File: src/rtl/evm_pkg.sv
// -----------------------------------------------------------------------------
// evm_pkg
// Shared constants and types for the EVM voting path.
//   NUM_CANDIDATES : number of candidate buttons / tallies
//   VOTE_W         : default width of each per-candidate tally
//   TOTAL_W        : width of the accepted-vote total
//   vote_state_t   : voting FSM states (IDLE / LOCKOUT / WAIT_RELEASE)
//   is_onehot()    : true when exactly one bit of a button vector is set
// -----------------------------------------------------------------------------
package evm_pkg;

    localparam int NUM_CANDIDATES = 6;
    localparam int VOTE_W         = 8;
    localparam int TOTAL_W        = 11;

    typedef enum logic [1:0] {
        IDLE         = 2'd0,
        LOCKOUT      = 2'd1,
        WAIT_RELEASE = 2'd2
    } vote_state_t;

    // v & (v-1) clears the lowest set bit; a non-zero result means two or more bits.
    function automatic logic is_onehot(input logic [NUM_CANDIDATES-1:0] v);
        return (v != '0) && ((v & (v - 1'b1)) == '0);
    endfunction

endpackage

File: src/rtl/vote_press_detect.sv
// -----------------------------------------------------------------------------
// vote_press_detect
// Button history register and press classification for the voting FSM.
// Ports:
//   clock          in   system clock, rising edge
//   reset          in   asynchronous, active-high
//   i_btn          in   6  debounced candidate buttons (bit 0 = candidate 1)
//   o_rise         out  6  per-button rising edge this cycle
//   o_valid_single out  1  a button rose and it is the only button high
//   o_multi        out  1  a button rose while two or more buttons are high
//   o_all_released out  1  all buttons are low
// -----------------------------------------------------------------------------
module vote_press_detect
    import evm_pkg::*;
(
    input  logic                      clock,
    input  logic                      reset,
    input  logic [NUM_CANDIDATES-1:0] i_btn,
    output logic [NUM_CANDIDATES-1:0] o_rise,
    output logic                      o_valid_single,
    output logic                      o_multi,
    output logic                      o_all_released
);

    logic [NUM_CANDIDATES-1:0] r_btn_q;
    logic                      w_any_rise;
    logic                      w_btn_onehot;

    // History resets to all-ones so a button held through reset never
    // produces a rising edge when reset is released.
    always_ff @(posedge clock or posedge reset) begin
        if (reset) begin
            r_btn_q <= '1;
        end else begin
            r_btn_q <= i_btn;
        end
    end

    assign o_rise         = i_btn & ~r_btn_q;
    assign w_any_rise     = |o_rise;
    assign w_btn_onehot   = is_onehot(i_btn);
    // A rise implies at least one button is high, so "not one-hot" here
    // always means several buttons are held together.
    assign o_valid_single = w_any_rise & w_btn_onehot;
    assign o_multi        = w_any_rise & ~w_btn_onehot;
    assign o_all_released = (i_btn == '0);

endmodule

File: src/rtl/vote_logger.sv
// -----------------------------------------------------------------------------
// vote_logger
// Voting-mode stage of the EVM: turns candidate button presses into counted
// votes (one per press) with a lockout window after each accepted vote.
// Parameters:
//   LOCKOUT_CYCLES  cycles after an accepted vote during which presses are ignored (>=1)
//   VOTE_W          width of each saturating candidate tally
// Ports:
//   clock                          in   system clock, rising edge
//   reset                          in   asynchronous, active-high
//   mode                           in   0 = voting, 1 = result display
//   candidate1..6_button_pressed   in   debounced buttons, level
//   candidate1..6_vote             out  VOTE_W registered tallies
//   valid_vote_casted              out  1-cycle pulse per accepted vote
//   invalid_press                  out  1-cycle pulse per rejected multi-button press
//   total_votes                    out  11 saturating sum of accepted votes
//   busy                           out  high whenever the FSM is not IDLE
// -----------------------------------------------------------------------------
module vote_logger #(
    parameter int LOCKOUT_CYCLES = 100000000,
    parameter int VOTE_W         = 8
) (
    input  logic              clock,
    input  logic              reset,
    input  logic              mode,
    input  logic              candidate1_button_pressed,
    input  logic              candidate2_button_pressed,
    input  logic              candidate3_button_pressed,
    input  logic              candidate4_button_pressed,
    input  logic              candidate5_button_pressed,
    input  logic              candidate6_button_pressed,
    output logic [VOTE_W-1:0] candidate1_vote,
    output logic [VOTE_W-1:0] candidate2_vote,
    output logic [VOTE_W-1:0] candidate3_vote,
    output logic [VOTE_W-1:0] candidate4_vote,
    output logic [VOTE_W-1:0] candidate5_vote,
    output logic [VOTE_W-1:0] candidate6_vote,
    output logic              valid_vote_casted,
    output logic              invalid_press,
    output logic [10:0]       total_votes,
    output logic              busy
);

    import evm_pkg::*;

    localparam int CNT_W = (LOCKOUT_CYCLES > 1) ? $clog2(LOCKOUT_CYCLES) : 1;
    localparam logic [CNT_W-1:0] CNT_LAST = CNT_W'(LOCKOUT_CYCLES - 1);

    logic [NUM_CANDIDATES-1:0] w_btn;
    logic [NUM_CANDIDATES-1:0] w_rise;
    logic                      w_valid_single;
    logic                      w_multi;
    logic                      w_all_released;

    vote_state_t      r_state;
    vote_state_t      w_state_next;
    logic [CNT_W-1:0] r_lock_cnt;
    logic [CNT_W-1:0] w_lock_cnt_next;
    logic             w_accept;
    logic             w_reject;

    logic               r_valid;
    logic               r_invalid;
    logic [TOTAL_W-1:0] r_total;

    assign w_btn = {candidate6_button_pressed, candidate5_button_pressed,
                    candidate4_button_pressed, candidate3_button_pressed,
                    candidate2_button_pressed, candidate1_button_pressed};

    vote_press_detect u_detect (
        .clock          (clock),
        .reset          (reset),
        .i_btn          (w_btn),
        .o_rise         (w_rise),
        .o_valid_single (w_valid_single),
        .o_multi        (w_multi),
        .o_all_released (w_all_released)
    );

    // ---------------------------------------------------------------- FSM
    always_ff @(posedge clock or posedge reset) begin
        if (reset) begin
            r_state    <= WAIT_RELEASE;
            r_lock_cnt <= '0;
        end else begin
            r_state    <= w_state_next;
            r_lock_cnt <= w_lock_cnt_next;
        end
    end

    always_comb begin
        w_state_next    = r_state;
        w_lock_cnt_next = r_lock_cnt;
        w_accept        = 1'b0;
        w_reject        = 1'b0;
        case (r_state)
            IDLE: begin
                if (!mode) begin
                    if (w_valid_single) begin
                        w_accept     = 1'b1;
                        w_state_next = LOCKOUT;
                    end else if (w_multi) begin
                        w_reject     = 1'b1;
                        w_state_next = WAIT_RELEASE;
                    end
                end
            end
            LOCKOUT: begin
                // Switching to result mode abandons the lockout early; either
                // way the buttons must all be released before the next vote.
                if (mode || (r_lock_cnt == CNT_LAST)) begin
                    w_lock_cnt_next = '0;
                    w_state_next    = WAIT_RELEASE;
                end else begin
                    w_lock_cnt_next = r_lock_cnt + 1'b1;
                end
            end
            WAIT_RELEASE: begin
                if (w_all_released) begin
                    w_state_next = IDLE;
                end
            end
            default: begin
                w_lock_cnt_next = '0;
                w_state_next    = WAIT_RELEASE;
            end
        endcase
    end

    // --------------------------------------------------- tallies and total
    genvar gi;
    generate
        for (gi = 0; gi < NUM_CANDIDATES; gi++) begin : gen_tally
            logic [VOTE_W-1:0] r_tally;
            always_ff @(posedge clock or posedge reset) begin
                if (reset) begin
                    r_tally <= '0;
                end else if (w_accept && w_rise[gi] && (r_tally != '1)) begin
                    r_tally <= r_tally + 1'b1;
                end
            end
        end
    endgenerate

    always_ff @(posedge clock or posedge reset) begin
        if (reset) begin
            r_total   <= '0;
            r_valid   <= 1'b0;
            r_invalid <= 1'b0;
        end else begin
            r_valid   <= w_accept;
            r_invalid <= w_reject;
            if (w_accept && (r_total != '1)) begin
                r_total <= r_total + 1'b1;
            end
        end
    end

    assign candidate1_vote   = gen_tally[0].r_tally;
    assign candidate2_vote   = gen_tally[1].r_tally;
    assign candidate3_vote   = gen_tally[2].r_tally;
    assign candidate4_vote   = gen_tally[3].r_tally;
    assign candidate5_vote   = gen_tally[4].r_tally;
    assign candidate6_vote   = gen_tally[5].r_tally;
    assign valid_vote_casted = r_valid;
    assign invalid_press     = r_invalid;
    assign total_votes       = r_total;
    assign busy              = (r_state != IDLE);

endmodule
File: config.mk
export PLATFORM = sky130hd
export DESIGN_NAME = vote_logger
export DESIGN_NICKNAME = d
export VERILOG_FILES = /design/src/rtl/evm_pkg.sv /design/src/rtl/vote_press_detect.sv /design/src/rtl/vote_logger.sv
export SDC_FILE = /design/constraint.sdc
export NUM_CORES = 1
export LEC_CHECK = 0
export BUFFER_PORTS_ARGS = -buffer_cell sky130_fd_sc_hd__buf_2
export CORE_MARGIN = 2
export CORE_UTILIZATION = 55
export DETAILED_ROUTE_END_ITERATION = 8
export PLACE_DENSITY = 0.79
export RECOVER_POWER = 25
export SLEW_MARGIN = 0
export SYNTH_ARGS = -nofsm -noshare
export SYNTH_HDL_FRONTEND = slang
export SYNTH_SLANG_ARGS = --single-unit
File: constraint.sdc
create_clock -name clock -period 6.8 [get_ports clock]
set_input_delay 1.02 -clock clock [delete_from_list [all_inputs] [get_ports clock]]
set_output_delay 1.02 -clock clock [all_outputs]
set_load 0.01 [all_outputs]
# [Word level (Yosys, flattened, before mapping)]
# Index checks and enable logic that the tools add are counted.
[classes] addsub=9 eq_ne=14 mux=15 bitwise=6 reduce_logical=23
[ops] op="$pmux W27 S2" count=1
[ops] op="$add A8 B1 Y8 const B" count=6
[ops] op="$ne A8 B8 Y1 const B" count=6
[ops] op="$add A27 B1 Y27 const B" count=1
[ops] op="$eq A27 B27 Y1 const B" count=1
[ops] op="$mux W27" count=1
[ops] op="$logic_and A1 B1 Y1" count=14
[ops] op="$and A6 B6 Y6" count=2
[ops] op="$logic_not A6 Y1" count=2
[ops] op="$add A11 B1 Y11 const B" count=1
[ops] op="$ne A11 B11 Y1 const B" count=1
[ops] op="$mux W2" count=5
[ops] op="$mux W1" count=7
[ops] op="$not A6 Y6" count=1
[ops] op="$pmux W2 S3" count=1
[ops] op="$reduce_bool A6 Y1" count=1
[ops] op="$reduce_or A6 Y1" count=1
[ops] op="$sub A6 B1 Y6 const B" count=1
[ops] op="$ne A2 B2 Y1 const B" count=2
[ops] op="$reduce_and A4 Y1" count=1
[ops] op="$ne A3 B1 Y1 const B" count=1
[ops] op="$and A1 B1 Y1" count=2
[ops] op="$eq A2 B1 Y1 const B" count=1
[ops] op="$eq A2 B2 Y1 const B" count=1
[ops] op="6 further kinds" count=6
[word_totals] register_bits=96 inputBits=9 output_inout_bits=62 word_cells=79

# [Longest topological paths before layout]
# Gate-level depths: netlist (run 1).
[depth] word_depth=10 depth_mapped=8 depth_no_buf=6

# [Modules after synthesis]
# A second synthesis (run 1) with hierarchy kept.
[unflattened] cells_unflattened=433 hier_area_um2=4660.7
[by_module_without_submodules] mod="vote_logger" instances=1 cells_per_inst=406 area_per_inst_um2=4356.7 seq_area_each_um2=2253.4
[by_module_without_submodules] mod="vote_press_detect" instances=1 cells_per_inst=27 area_per_inst_um2=304.0 seq_area_each_um2=157.7

# [Worst setup path after synthesis (run 1)]
# Ideal clock, no wire load.
[synth_timing] kind="input -> register" start="input port candidate3_button_pressed" end="register gen_tally[3].r_tally[5], in the netlist candidate4_vote[5]" setup_ps=79 arrival_ps=2551 required_ps=6721 setup_slack_ps=4169 path_stages=7 n_path_buf=2 path_cell_list="or4_4 -> a2bb2oi_1 -> a21o_1 -> buf_6 -> buf_6 -> nor4_2 -> xor2_1"
[synth_between] elab_chain_cells=10 elab_cells_between_ends=13 cone_classes="add/sub: 1; mux: 3; bitwise: 3; reduce/logical: 6"
[synth_rtl] item="start, declared" line="vote_logger.sv:28" text="input logic candidate3_button_pressed,"
[synth_rtl] item="$sub A6 B1 Y6" line="evm_pkg.sv:24" text="return (v != '0) && ((v & (v - 1'b1)) == '0);"
[synth_rtl] item="$and A6 B6 Y6" line="evm_pkg.sv:24"
[synth_rtl] item="$logic_not A6 Y1" line="evm_pkg.sv:24"
[synth_rtl] item="$logic_and A1 B1 Y1" line="evm_pkg.sv:24"
[synth_rtl] item="$and A1 B1 Y1 (*)" line="vote_press_detect.sv:44" text="assign o_valid_single = w_any_rise & w_btn_onehot;"
[synth_rtl] item="$mux W1 (*)" line="vote_logger.sv:99" text="if (w_valid_single) begin"
[synth_rtl] item="$mux W1 (*)" line="vote_logger.sv:98" text="if (!mode) begin"
[synth_rtl] item="$mux W1 (*)" line="vote_logger.sv:96" text="case (r_state)"
[synth_rtl] item="$logic_and A1 B1 Y1 (*) (2 in series)" line="vote_logger.sv:138" text="end else if (w_accept && w_rise[gi] && (r_tally != '1)) begin"
[synth_rtl] item="end signal, assigned" line="vote_logger.sv:139" text="r_tally <= r_tally + 1'b1;"
[synth_rtl] item="end, declared" line="vote_logger.sv:134" text="logic [VOTE_W-1:0] r_tally;"
# Mark *: on every way between the ends. The rest lies on a longest branch, timed or not.
# A chain may end at the register's enable or synchronous reset.

# [Final worst setup path (run 1)]
[layout_timing] start="input port candidate3_button_pressed" end="register r_total[1], in the netlist total_votes[1]"
[layout_between] elab_chain_cells=9 elab_cells_between_ends=12 cone_classes="add/sub: 1; mux: 3; bitwise: 3; reduce/logical: 5"
[layout_rtl] item="$sub A6 B1 Y6" line="evm_pkg.sv:24"
[layout_rtl] item="$and A6 B6 Y6" line="evm_pkg.sv:24"
[layout_rtl] item="$logic_not A6 Y1" line="evm_pkg.sv:24"
[layout_rtl] item="$logic_and A1 B1 Y1" line="evm_pkg.sv:24"
[layout_rtl] item="$and A1 B1 Y1 (*)" line="vote_press_detect.sv:44"
[layout_rtl] item="$mux W1 (*)" line="vote_logger.sv:99"
[layout_rtl] item="$mux W1 (*)" line="vote_logger.sv:98"
[layout_rtl] item="$mux W1 (*)" line="vote_logger.sv:96"
[layout_rtl] item="$logic_and A1 B1 Y1 (*)" line="vote_logger.sv:153" text="if (w_accept && (r_total != '1)) begin"
[layout_rtl] item="end signal, assigned" line="vote_logger.sv:154" text="r_total <= r_total + 1'b1;"
[layout_rtl] item="end, declared" line="vote_logger.sv:64" text="logic [TOTAL_W-1:0] r_total;"
# Marked as above.

==> flow_metrics.tcl, run 1 <==
set metrics [dict create \
    status "finished with violations" \
    violations "capacitance limit, slew limit" \
    ys_warn_count 0 \
    clock-sinks 96 \
    cts_tree "built" \
    wl_per_cell_um 15.6 \
    postCtsSetupBuffers 0 \
    drt_iter0_markers 192 \
    syn_inst 471 \
    yosysTopAreaCell "dfrtp_1" \
    required_ns 7.05 \
    ant_nets 0 \
    cp.arrival_ns 3.14 \
    synth_area_leaders "dfrtp_1 46%, xor2_1 8.2%, dfstp_2 3.8%" \
    die_y_um 97.5 \
    finalMaxSlewViolations 51 \
    setup_viol 0 \
    vias 3849 \
    grt_pass1_wl_um 17800 \
    cts_buffer_depth 2 \
    routed_wl_um 10200 \
    synthArstFlopShare_pct 100 \
    ctsRootBufferMaster "clkbuf_8" \
    diodes 0 \
    portBuffers 70 \
    drv_cap 1 \
    synth_nets 488 \
    syn_area_mm2 0.00481 \
    period_minus_slack_ns 2.89 \
    clk_pin_slew_ns 0.10 \
    whs_ns 0.490 \
    vias_per_cell 5.89 \
    fin_area_mm2 0.00544 \
    leakage_nw 2.74 \
    grt_antenna_before_repair 0 \
    core_area_mm2 0.00859 \
    dp_cells 638 \
    finClkSkew_ns 0.0125 \
    r2r_slack_ns 4.24 \
    synth-seq-cells 96 \
    hp-class "reg2reg" \
    tns_ns 0 \
    synth_flop_cell "dfrtp_1" \
    endpoint_kind "register" \
    synth_edf_count 0 \
    synth_cell_type_count 51 \
    path_max_fanout 11 \
    numCtsBuffers 9 \
    boundaryPins 71 \
    ir_worst_vdd_v 0.000116 \
    grt_max_degree 51 \
    syn_to_final_growth_pct 13.2 \
    n_fill_cell 744 \
    synth_top_area_share_pct 46.3 \
    cts_hold_buf 0 \
    ctsResizeCount 0 \
    nets 558 \
    utilization_pct 63.3 \
    worstSetupPathType "in2reg" \
    globalplace.congestion 0.785 \
    placedInstanceArea_mm2 0.00525 \
    syn_avg_cell_area_um2 10.2 \
    die_w_um 97.5 \
    dp_hpwl_um 7210 \
    rsz0062_at_grt "false" \
    power_density_mw_per_mm2 205 \
    rows 34 \
    overflow 0 \
    grt_pass1_vias 3797 \
    drc 0 \
    fmax_ghz 0.347 \
    hold_viol_final 0 \
    critPathLaunchType "input pin" \
    htreeDepth 3 \
    synth-seq-area-share_pct 50.1 \
    period_share_pct 42.4 \
    firstDrtPassIters 4 \
    initial_core_util_pct 56.0 \
    slew_headroom_pct -41.0 \
    fin_cells 654 \
    drive_gt1_share_pct 18.3 \
    tightest_slew_ns 2.10 \
    dieArea_mm2 0.00951 \
    clk_latency_ns 0.36 \
    grt_usage_pct 22.6 \
]
## layout by cell type, fill, tap and decap left out, types with 5 or more instances in the layout
cell	netlist	final
a21oi_1	15	14
a31oi_1	18	18
and2_1	7	7
and3_1	15	15
buf_2	6	58
buf_4	0	5
clkbuf_1	7	12
clkbuf_8	0	11
dfrtp_1	89	89
dfstp_2	7	7
ha_1	8	8
inv_1	13	12
mux2_1	7	7
nand2_1	33	33
nand2b_1	10	10
nand3_1	35	35
nand4_1	19	19
nor2_1	25	25
nor3_1	25	25
nor4_1	5	6
nor4_2	9	8
o21ai_0	9	9
o21ai_1	5	5
or3_1	5	5
xnor2_1	8	8
xor2_1	45	45
## Yosys cell counts, types with 2 or more instances
cell type	instances
a21o_1	4
a21oi_1	15
a31oi_1	18
a41oi_1	4
and2_1	7
and3_1	15
and4_1	3
buf_2	6
buf_6	2
clkbuf_1	7
dfrtp_1	89
dfstp_2	7
ha_1	8
inv_1	13
mux2_1	7
nand2_1	33
nand2b_1	10
nand3_1	35
nand4_1	19
nor2_1	25
nor3_1	25
nor3b_1	2
nor4_1	5
nor4_2	9
o211ai_1	3
o21ai_0	9
o21ai_1	5
o21bai_1	3
o31ai_1	3
or2_2	4
or3_1	5
xnor2_1	8
xor2_1	45
## worst max-delay path, stage by stage
cell       delay [ns]
clkbuf_1         0.14
or4_1            0.60
a2bb2oi_1        0.18
a21oi_1          0.57
nand3_1          0.26
mux2_1           0.36
## final timing paths
kind	endpoint	cells past startpoint	from
min in group asynchronous	candidate1_vote[4]$_DFFE_PP0P_	2	reset
worst min register to register	total_votes[7]$_DFFE_PP0P_	1	total_votes[7]$_DFFE_PP0P_
max in group asynchronous	candidate5_vote[7]$_DFFE_PP0P_	3	reset
worst min-delay path	total_votes[7]$_DFFE_PP0P_	1	total_votes[7]$_DFFE_PP0P_
worst max register to register	r_lock_cnt[11]$_DFFE_PP0N_	6	r_lock_cnt[11]$_DFFE_PP0N_
worst max-delay path	total_votes[1]$_DFFE_PP0P_	6	candidate3_button_pressed
## registers in the layout (all words and copies together), names as in the netlist
register	cells
candidate6_vote	8
r_lock_cnt	27
candidate3_vote	8
candidate4_vote	8
candidate5_vote	8
u_detect.r_btn_q	6
invalid_press	1
r_state	2
candidate1_vote	8
total_votes	11
candidate2_vote	8
valid_vote_casted	1
## cell families after synthesis
logic type               share of synthesized area, %
AND/OR/NAND/NOR                                  23.3
flip-flops                                       50.1
AO/OA/AOI/OAI                                    10.2
XOR/XNOR                                         9.65
buffers and inverters                            2.73
multiplexers                                     1.85
adder cells (fa/ha/maj)                          2.08
## stage by stage
stage | power (W) | setup slack [ns]
finish | 0.00112 | 3.91
global route | 0.00117 | 3.77
CTS | 0.00113 | 4.02
detailed placement | 0.000736 | 3.63
global placement | 0.000733 | 3.67
floorplan | 0.000694 | 3.29
## cell type report
class                   count  area [um^2]  area share [%]
flip-flops and latches     96         2410            44.3
multi-input cells         346         2260            41.5
repair buffers             75          373            6.85
clock buffers              11          151            2.78
well taps                 108          135            2.48
clock inverters             5         61.3            1.13
inverters                  13         50.0           0.920
## per-layer routing
metal	GRT usage [%]	part of all wire, %	vias to the layer above
met4	9.40	1.7	0
met3	3.67	3.6	15
met2	35.2	47	100
li1	-	-	1849
met1	31.8	47	1885
met5	0	0	-
## power by group
part / total [W] / switching, W / internal [W]
registers: 0.000624 / 0.0000254 / 0.000598
logic: 0.0000996 / 0.0000604 / 0.0000393
clock network: 0.000393 / 0.000200 / 0.000193
total: 0.00112 / 0.000286 / 0.000831
No activity file was read; power rests on OpenSTA's default activity.
==> run 2: changes to the inputs <==
- clock period: 6.8 -> 2.7 ns (I/O delays scaled with it)
==> flow_metrics.tcl, run 2 (synthesized netlist as in run 1, its figures left out) <==
set metrics [dict create \
    n_fill_cell 726 \
    rows 34 \
    hold_viol_final 0 \
    initial_core_util_pct 56.0 \
    cp.arrival_ns 2.52 \
    cpMaxStageDelayCell "or4_1" \
    fmax_ghz 0.436 \
    boundaryPins 71 \
    grt_antenna_before_repair 0 \
    path_cells "or4_1 > nor4_2 > a21oi_2 > buf_12 > a41oi_1 > a31oi_1" \
    final_common_cell "dfrtp_1" \
    crit_start "r_lock_cnt[11]$_DFFE_PP0N_" \
    largest_reg_flops 27 \
    cts_buffer_depth 2 \
    drc 0 \
    dp_hpwl_um 7590 \
    vias_per_cell 5.93 \
    core_area_mm2 0.00859 \
    portBuffers 70 \
    status "finished with violations" \
    slew_headroom_pct -2.77 \
    clk_latency_ns 0.36 \
    die_w_um 97.5 \
    endpoint_kind "register" \
    finClkSkew_ns 0.0106 \
    critPathLaunchType "register" \
    grt_usage_pct 22.3 \
    nets 566 \
    rsz0062_at_grt "false" \
    globalplace.congestion 0.801 \
    drv_cap 1 \
    wl_per_cell_um 15.8 \
    numCtsBuffers 9 \
    hp-class "in2reg" \
    syn_to_final_growth_pct 15.1 \
    cpPeakStageDelay_ns 0.58 \
    top_register "r_lock_cnt" \
    utilization_pct 64.4 \
    routed_wl_um 10400 \
    worstSetupPathType "reg2reg" \
    clock-sinks 96 \
    dieArea_mm2 0.00951 \
    rr_startpoint "r_lock_cnt[11]$_DFFE_PP0N_" \
    leakage_nw 2.81 \
    ir_worst_vdd_v 0.000493 \
    firstDrtPassIters 5 \
    drive_gt1_share_pct 20.6 \
    min_from "candidate5_button_pressed" \
    period_minus_slack_ns 2.29 \
    power_density_mw_per_mm2 518 \
    ctsResizeCount 0 \
    grt_max_degree 36 \
    overflow 0 \
    tns_ns 0 \
    cts_hold_buf 0 \
    violations "capacitance limit, slew limit" \
    drt_iter0_markers 256 \
    grt_pass1_wl_um 17600 \
    required_ns 2.93 \
    finalMaxSlewViolations 35 \
    clk_pin_slew_ns 0.09 \
    period_share_pct 84.9 \
    diodes 0 \
    grt_pass1_vias 3751 \
    path_max_fanout 18 \
    final_cell_mix "89 x dfrtp_1, 64 x buf_2, 45 x xor2_1" \
    ant_nets 0 \
    cts_tree "built" \
    htreeDepth 3 \
    die_y_um 97.5 \
    vias 3918 \
    postCtsSetupBuffers 0 \
    tightest_slew_ns 1.53 \
    ctsRootBufferMaster "clkbuf_8" \
    setup_viol 0 \
]
## run 2: cell types whose count changed in the layout (fill, tap and decap cells not counted), sizes merged
cell / previous run / this run
buf: 63 / 76
clkbuf: 23 / 18
clkinv: 2 / 0
bufinv: 1 / 2
clkinvlp: 1 / 2
inv: 14 / 13
## run 2: routing by layer
metal	up-vias	track usage (%)	wire length [um]
met4	0	8.44	215
met1	1936	30.3	4610
met5	-	0	0
li1	1872	-	-
met2	93	36.7	5150
met3	17	3.02	447
## run 2: worst paths after layout
path / to / slack, ns / cells past startpoint
min in group asynchronous: total_votes[6]$_DFFE_PP0P_ / 0.40 / 2
max in group asynchronous: candidate1_vote[6]$_DFFE_PP0P_ / 0.87 / 3
min: u_detect.r_btn_q[4]$_DFF_PP1_ / 0.19 / 1
max: r_lock_cnt[11]$_DFFE_PP0N_ / 0.41 / 6
max reg2reg: r_lock_cnt[11]$_DFFE_PP0N_ / 0.41 / 6
min reg2reg: candidate4_vote[6]$_DFFE_PP0P_ / 0.49 / 1
## run 2: report_power, final
part	total [W]	internal (W)	switching (W)
clock network	0.00103	0.000546	0.000488
logic	0.000264	0.000105	0.000158
registers	0.00157	0.00151	0.0000628
total	0.00287	0.00216	0.000709
## run 2: final cells by class
class | instances | area [um^2] | area share [%]
clock buffers | 11 | 141 | 2.55
clock inverters | 4 | 76.3 | 1.38
inverters | 13 | 50.0 | 0.904
multi-input cells | 346 | 2270 | 41.0
flip-flops and latches | 96 | 2410 | 43.6
well taps | 108 | 135 | 2.44
repair buffers | 83 | 450 | 8.14
## run 2: critical path: cells and delay by family (launching register included)
family	cells	cell delay (ns)
AO/OA/AOI/OAI	3	0.53
buffers and inverters	1	0.21
flip-flops	1	0.46
AND/OR/NAND/NOR	2	0.97
## run 2: metrics by stage
stage | std cells | setup slack (ns) | hold WS, ns | power, W | instance area, um^2
6_report | 661 | 0.408 | 0.189 | 0.00287 | 5530
5_1_grt | 661 | 0.265 | 0.190 | 0.00298 | 5530
4_1_cts | 661 | 0.435 | 0.171 | 0.00290 | 5560
3_5_place_dp | 646 | 0.312 | 0.476 | 0.00187 | 5340
3_3_place_gp | 646 | 0.377 | 0.469 | 0.00186 | 5340
2_1_floorplan | 471 | 0.609 | 0.409 | 0.00175 | 4810
